==> config.mk <==
export PLATFORM = sky130hd
export DESIGN_NAME = perfmon_multi_channel
export DESIGN_NICKNAME = d
export VERILOG_FILES = /design/src/rtl/perfmon_pkg.sv /design/src/rtl/perfmon_channel.sv /design/src/rtl/perfmon_multi_channel.sv
export SDC_FILE = /design/constraint.sdc
export NUM_CORES = 1
export LEC_CHECK = 0
export ABC_AREA = 1
export CAP_MARGIN = 5
export CORE_MARGIN = 8
export CORE_UTILIZATION = 43
export DETAILED_ROUTE_END_ITERATION = 7
export DONT_BUFFER_PORTS = 1
export PLACE_DENSITY = 0.55
export SYNTH_ARGS = -nofsm -noshare
export SYNTH_HDL_FRONTEND = slang
export SYNTH_HIERARCHICAL = 1
export SYNTH_SLANG_ARGS = --single-unit
==> constraint.sdc <==
create_clock -name ap_clk -period 2.7 [get_ports ap_clk]
set_input_delay 0.675 -clock ap_clk [delete_from_list [all_inputs] [get_ports ap_clk]]
set_output_delay 0.675 -clock ap_clk [all_outputs]
set_load 0.02 [all_outputs]
==> src/rtl/perfmon_pkg.sv <==
// Shared definitions for the multi-channel performance monitor: FSM encodings,
// read-select codes and the saturating increment used by every counter.
package perfmon_pkg;

  typedef logic [1:0] perfmon_state_t;

  localparam perfmon_state_t ST_IDLE      = 2'd0;
  localparam perfmon_state_t ST_RUN       = 2'd1;
  localparam perfmon_state_t ST_DONE_WAIT = 2'd2;

  localparam logic [2:0] SEL_TXN      = 3'd0;
  localparam logic [2:0] SEL_BUSY     = 3'd1;
  localparam logic [2:0] SEL_ITER     = 3'd2;
  localparam logic [2:0] SEL_STALL    = 3'd3;
  localparam logic [2:0] SEL_LAST_LAT = 3'd4;
  localparam logic [2:0] SEL_MIN_LAT  = 3'd5;
  localparam logic [2:0] SEL_MAX_LAT  = 3'd6;
  localparam logic [2:0] SEL_STATUS   = 3'd7;

  // Increment that sticks at 2**width-1 instead of wrapping (width <= 64).
  function automatic logic [63:0] sat_inc(input logic [63:0] value, input int unsigned width);
    logic [63:0] max_v;
    max_v = (width >= 64) ? '1 : ((64'd1 << width) - 64'd1);
    return (value >= max_v) ? max_v : value + 64'd1;
  endfunction

endpackage

==> src/rtl/perfmon_channel.sv <==
// One monitored channel: ap_ctrl_hs FSM, latency counter and statistics.
// Min/max latency registers exist only when PERFMON_MINMAX_EN is defined.
module perfmon_channel
  import perfmon_pkg::*;
#(
  parameter int CNT_W = 32
) (
  input  logic               clk,
  input  logic               rst_n,
  input  logic               mon_en,
  input  logic               mon_clr,
  input  logic               start,
  input  logic               done,
  input  logic               cont,
  input  logic               iter_end,
  input  logic               stall,
  output logic [8*CNT_W-1:0] stats,
  output perfmon_state_t     state,
  output logic               ovf
);

  localparam logic [CNT_W-1:0] CNT_MAX = '1;
  localparam logic [CNT_W-1:0] CNT_ONE = CNT_W'(1);

  perfmon_state_t   state_q, state_d;
  logic [CNT_W-1:0] lat_q, lat_d, txn_q, txn_d, busy_q, busy_d;
  logic [CNT_W-1:0] iter_q, iter_d, stall_q, stall_d, last_q, last_d;
  logic             ovf_q, ovf_d;
  logic             active, sat_hit;
  logic [CNT_W-1:0] lat_now, min_w, max_w;
  logic [CNT_W-1:0] word [8];

  function automatic logic [CNT_W-1:0] inc(input logic [CNT_W-1:0] v);
    return CNT_W'(sat_inc(64'(v), CNT_W));
  endfunction

`ifdef PERFMON_MINMAX_EN
  logic [CNT_W-1:0] min_q, min_d, max_q, max_d;
  assign min_w = min_q;
  assign max_w = max_q;
`else
  assign min_w = '0;
  assign max_w = '0;
`endif

  always_comb begin
    state_d = state_q;
    lat_d   = lat_q;
    txn_d   = txn_q;
    busy_d  = busy_q;
    iter_d  = iter_q;
    stall_d = stall_q;
    last_d  = last_q;
    ovf_d   = ovf_q;
`ifdef PERFMON_MINMAX_EN
    min_d   = min_q;
    max_d   = max_q;
`endif
    sat_hit = 1'b0;
    // The start-accept cycle already belongs to the transaction, so it is
    // counted as busy and gives latency 1 for a same-cycle done.
    active  = (state_q == ST_RUN) || ((state_q == ST_IDLE) && start);
    lat_now = (state_q == ST_RUN) ? inc(lat_q) : CNT_ONE;

    case (state_q)
      ST_IDLE: begin
        if (start) begin
          lat_d = CNT_ONE;
          if (done) state_d = cont ? ST_IDLE : ST_DONE_WAIT;
          else      state_d = ST_RUN;
        end
      end
      ST_RUN: begin
        lat_d   = lat_now;
        sat_hit = (lat_q == CNT_MAX);
        if (done) begin
          if (start) lat_d = CNT_ONE;
          else       state_d = cont ? ST_IDLE : ST_DONE_WAIT;
        end
      end
      ST_DONE_WAIT: begin
        if (cont) state_d = ST_IDLE;
      end
      default: state_d = ST_IDLE;
    endcase

    if (mon_en) begin
      if (active) begin
        busy_d  = inc(busy_q);
        sat_hit = sat_hit | (busy_q == CNT_MAX);
        if (stall) begin
          stall_d = inc(stall_q);
          sat_hit = sat_hit | (stall_q == CNT_MAX);
        end
        if (done) begin
          txn_d   = inc(txn_q);
          sat_hit = sat_hit | (txn_q == CNT_MAX);
          last_d  = lat_now;
`ifdef PERFMON_MINMAX_EN
          min_d   = (lat_now < min_q) ? lat_now : min_q;
          max_d   = (lat_now > max_q) ? lat_now : max_q;
`endif
        end
      end
      if (iter_end) begin
        iter_d  = inc(iter_q);
        sat_hit = sat_hit | (iter_q == CNT_MAX);
      end
    end

    if (sat_hit) ovf_d = 1'b1;

    if (mon_clr) begin
      state_d = ST_IDLE;
      lat_d   = '0;
      txn_d   = '0;
      busy_d  = '0;
      iter_d  = '0;
      stall_d = '0;
      last_d  = '0;
      ovf_d   = 1'b0;
`ifdef PERFMON_MINMAX_EN
      min_d   = '1;
      max_d   = '0;
`endif
    end
  end

  always_ff @(posedge clk or negedge rst_n) begin
    if (!rst_n) begin
      state_q <= ST_IDLE;
      lat_q   <= '0;
      txn_q   <= '0;
      busy_q  <= '0;
      iter_q  <= '0;
      stall_q <= '0;
      last_q  <= '0;
      ovf_q   <= 1'b0;
`ifdef PERFMON_MINMAX_EN
      min_q   <= '1;
      max_q   <= '0;
`endif
    end else begin
      state_q <= state_d;
      lat_q   <= lat_d;
      txn_q   <= txn_d;
      busy_q  <= busy_d;
      iter_q  <= iter_d;
      stall_q <= stall_d;
      last_q  <= last_d;
      ovf_q   <= ovf_d;
`ifdef PERFMON_MINMAX_EN
      min_q   <= min_d;
      max_q   <= max_d;
`endif
    end
  end

  assign word[SEL_TXN]      = txn_q;
  assign word[SEL_BUSY]     = busy_q;
  assign word[SEL_ITER]     = iter_q;
  assign word[SEL_STALL]    = stall_q;
  assign word[SEL_LAST_LAT] = last_q;
  assign word[SEL_MIN_LAT]  = min_w;
  assign word[SEL_MAX_LAT]  = max_w;
  assign word[SEL_STATUS]   = CNT_W'({ovf_q, state_q});

  for (genvar w = 0; w < 8; w++) begin : g_stats
    assign stats[w*CNT_W +: CNT_W] = word[w];
  end

  assign state = state_q;
  assign ovf   = ovf_q;

endmodule

==> src/rtl/perfmon_multi_channel.sv <==
// Multi-channel performance monitor top: per-channel statistics plus a
// registered read port. Define PERFMON_MINMAX_EN to build min/max latency.
module perfmon_multi_channel
  import perfmon_pkg::*;
#(
  parameter int NUM_CH = 2,
  parameter int CNT_W  = 32,
  parameter int CH_AW  = 4
) (
  input  logic              ap_clk,
  input  logic              ap_rst_n,
  input  logic              mon_en,
  input  logic              mon_clr,
  input  logic [NUM_CH-1:0] ch_start,
  input  logic [NUM_CH-1:0] ch_done,
  input  logic [NUM_CH-1:0] ch_continue,
  input  logic [NUM_CH-1:0] ch_iter_end,
  input  logic [NUM_CH-1:0] ch_stall,
  input  logic              rd_req,
  input  logic [CH_AW-1:0]  rd_ch,
  input  logic [2:0]        rd_sel,
  output logic              rd_valid,
  output logic [CNT_W-1:0]  rd_data,
  output logic [NUM_CH-1:0] overflow,
  output logic              any_busy
);

  logic [8*CNT_W-1:0] ch_stats [NUM_CH];
  perfmon_state_t     ch_state [NUM_CH];
  logic               rd_valid_q, rd_valid_d;
  logic [CNT_W-1:0]   rd_data_q, rd_data_d;

  for (genvar g = 0; g < NUM_CH; g++) begin : g_ch
    perfmon_channel #(.CNT_W(CNT_W)) u_ch (
      .clk      (ap_clk),
      .rst_n    (ap_rst_n),
      .mon_en   (mon_en),
      .mon_clr  (mon_clr),
      .start    (ch_start[g]),
      .done     (ch_done[g]),
      .cont     (ch_continue[g]),
      .iter_end (ch_iter_end[g]),
      .stall    (ch_stall[g]),
      .stats    (ch_stats[g]),
      .state    (ch_state[g]),
      .ovf      (overflow[g])
    );
  end

  // Read mux sees the registered stats, so a read returns pre-update values;
  // out-of-range channels match no index and fall through to zero.
  always_comb begin
    rd_data_d  = '0;
    rd_valid_d = rd_req;
    any_busy   = 1'b0;
    for (int i = 0; i < NUM_CH; i++) begin
      if (ch_state[i] != ST_IDLE) any_busy = 1'b1;
      if (rd_req && (int'(rd_ch) == i)) rd_data_d = ch_stats[i][int'(rd_sel)*CNT_W +: CNT_W];
    end
  end

  always_ff @(posedge ap_clk or negedge ap_rst_n) begin
    if (!ap_rst_n) begin
      rd_valid_q <= 1'b0;
      rd_data_q  <= '0;
    end else begin
      rd_valid_q <= rd_valid_d;
      rd_data_q  <= rd_data_d;
    end
  end

  assign rd_valid = rd_valid_q;
  assign rd_data  = rd_data_q;

endmodule

==> summary.md <==
| Metric | Value |
|---|---|
| Boundary Pins | `58` |
| Starting density of the core | `a little over two fifths` |
| Post-DP HPWL | `between 80000 and 90000 microns` |
| First-pass GRT wire length | `182000 microns` |
| Drt first-iter violations | `3489` |
| Diode count | `0` |
| Row count | `102` |
| Setup WS post-layout | `~86 ps` |
| Vias per cell | `5.19` |
| H-tree levels | `2` |
| Slew @ Worst Pin | `between 1500 and 2000 ps` |
| Final Max Tran Viols | `208` |
| Maxcap violations | `0` |
| Peak supply drop | `between 0.4 and 0.5 mV` |
| Core area | `~77000 sq um` |
| Synthesized cell area | `33600 sq um` |
| Largest family of logic cells by synthesized area | `simple AND/OR/NAND/NOR gates` |
| Pleak | `16.6 nW` |
| Crit Path Class | `flop to output port` |
| Sequential share of the synthesized area | `between 30% and 40%` |
| Number of global-route vias before repair | `between 30000 and 40000` |
| Fillers | `~8300` |
| Die area | `slightly below 90000 sq um` |
| Status | `finished, violations left` |
| Clk_lat worst skew | `between 600 and 700 ps` |
| Synth Area in Simple Gates | `between 40% and 50%` |
| Max Root-Sink Buffers | `3` |
| Chip height | `about 300 microns` |
| Largest net degree at the start of global routing | `about 420` |
| Crit path capture type | `output port` |
| Worst hold slack | `-237 ps` |
| Avg WL per Cell | `roughly 18 microns` |
| Final Hold Vio Count | `between 150 and 200` |
| Post-synthesis xor/xnor area fraction | `~2.5%` |
| Post-Synth Adder-Cell Area | `less than 1%` |
| Share of layout cells above drive strength 1 | `under 10%` |
| Syn avg cell area | `6.24 sq um` |
| Placer Congestion | `approximately 0.95` |
| ANT nets after route | `0` |
| Worst min-delay path class | `input pin to async pin` |
| Commonest non-fill, non-tap cells in the layout | `nand2_1, inv_1, nand3_1, dfrtp_1, nor2_1` |
| Crit path arrival time | `slightly below 2000 ps` |
| Post-cts sizing count | `0` |
| Clock skew | `just over 40 ps` |
| Synth Warn # | `6` |
| Post-layout net count | `approximately 5300` |
| Reg clk slew, reported paths | `roughly 60 ps` |
| Clk sink count | `423` |
| Gate Count Post-Synth | `roughly 5400` |
| PortBufs | `0` |
| Initial antenna violation count | `0` |
| Layout area overhead | `6.06%` |
| Most common cell after layout, fill and taps aside | `nand2_1` |
| Req. time, crit path | `2030 ps` |
| Multiplexer share of the synthesized area | `0%` |
| DRT Pass-1 Iters | `5` |
| Setup Buffers After CTS | `0` |
| Setup WS pre-CTS | `~260 ps` |
| TritonCTS clock tree | `built` |
| Slew headroom | `-22.2%` |
| GRT overflow | `0` |
| Setup TNS | `0 ps` |
| Final setup fails | `0` |
| Main synth FF type | `dfrtp_1` |
| Final period utilization | `about 97%` |
| # DRC | `0` |
| RSZ-0062 raised after global routing | `false` |
| Compound-Gate Fraction of Synth Area | `between 7 and 8%` |
| Failing checks | `hold timing, slew limit` |
| Total GRT Usage | `between 20% and 30%` |
| Post-synth EDFFs | `0` |
| Vias | `~33000` |
| Number of synthesized register bits | `423` |
| Num CTS Buffers | `53` |
| FMAX | `383 MHz` |
| Power per Cell Area | `between 400 and 500 nW/um^2` |
| Die width | `296 microns` |
| Total wire length | `around 120000 microns` |
| Post-route minimum period | `~2600 ps` |
| Clk root buf | `clkbuf_16` |
| Yosys cell types | `56` |
| Startpoint Class | `flop` |
| Async set-reset flop share out of synthesis | `100%` |
| Worst Path Max Fanout | `5` |
state kept, by name, summed over array words and instances, names as in the netlist:
register           count
g_ch.u_ch/lat_q       64
g_ch.u_ch/iter_q      64
g_ch.u_ch/txn_q       64
g_ch.u_ch/ovf          2
g_ch.u_ch/busy_q      64
g_ch.u_ch/last_q      64
g_ch.u_ch/stall_q     64
rd_data               32
rd_valid               1
g_ch.u_ch/state        4
kinds of logic (layout without fill, tap and decap cells):
family | Yosys count | in the layout
flip-flops | 423 | 423
adder cells (fa/ha/maj) | 10 | 10
AND/OR/NAND/NOR | 3260 | 3260
other | 2 | 186
XOR/XNOR | 96 | 96
buffers and inverters | 1164 | 939
AO/OA/AOI/OAI | 436 | 436
metal layers:
layer	global-route usage, %	up-vias	part of all wire (%)
met4	5.97	0	2.1
met3	3.98	124	7.7
met1	40.0	15500	48
li1	-	16400	-
met2	38.6	1090	42
met5	0	-	0
synthesized netlist by cell type, drive strengths merged, types with 17 or more instances:
cell type | count | area, sq um
nor3 | 113 | 679
nand3 | 747 | 3830
o21ai | 326 | 1650
o211ai | 26 | 195
inv | 769 | 2890
nor2 | 381 | 1690
nand2 | 1891 | 7170
a21oi | 31 | 178
or2 | 24 | 153
buf | 346 | 2330
o22ai | 17 | 113
nand4 | 71 | 503
clkbuf | 49 | 184
dfrtp | 423 | 10600
nand3b | 18 | 139
xor2 | 80 | 701
stage by stage:
step                power (W)  instances  instance area [sq um]  utilization (%)
detailed placement    0.00782       6293                  33800             43.7
CTS                    0.0156       6390                  35700             46.1
floorplan             0.00769       5575                  34300                -
finish                 0.0155       6390                  35700             46.1
global route           0.0160       6390                  35700             46.1
global placement      0.00782       6293                  33800             43.7
area by class of cell:
type	count	area [sq um]	share of cell area (%)
Multi-Input combinational cell	3988	18400	51.5
Sequential cell	423	10600	29.7
Inverter	769	2900	8.12
Clock buffer	73	1550	4.35
Tap cell	1040	1300	3.65
Timing Repair Buffer	73	673	1.89
Clock inverter	24	299	0.838
worst max-delay path, stage by stage (launching register included):
cell and delay (ps):
dfrtp_1 390, buf_4 180, or4_1 750
report_power, final:
group | total (W) | internal, W | switching (W)
clock network | 0.00773 | 0.00466 | 0.00307
registers | 0.00644 | 0.00638 | 0.0000617
logic | 0.00128 | 0.000357 | 0.000926
total | 0.0155 | 0.0114 | 0.00406
final timing paths:
path | start | end | slack, ps | cells after the start
hold / removal | ap_rst_n | g_ch[1].u_ch/iter_q[6] | -240 | 0
max in group asynchronous | ap_rst_n | g_ch[1].u_ch/busy_q[4] | 1480 | 0
min in group ap_clk | rd_req | rd_valid | 80 | 0
hold reg to reg | g_ch[0].u_ch/last_q[28] | g_ch[0].u_ch/last_q[28] | 480 | 2
setup / recovery | g_ch[0].u_ch/state[1] | any_busy | 90 | 2
setup reg to reg | g_ch[1].u_ch/txn_q[1] | g_ch[1].u_ch/txn_q[20] | 400 | 9
Note: power is estimated with default switching activity, not from simulation.
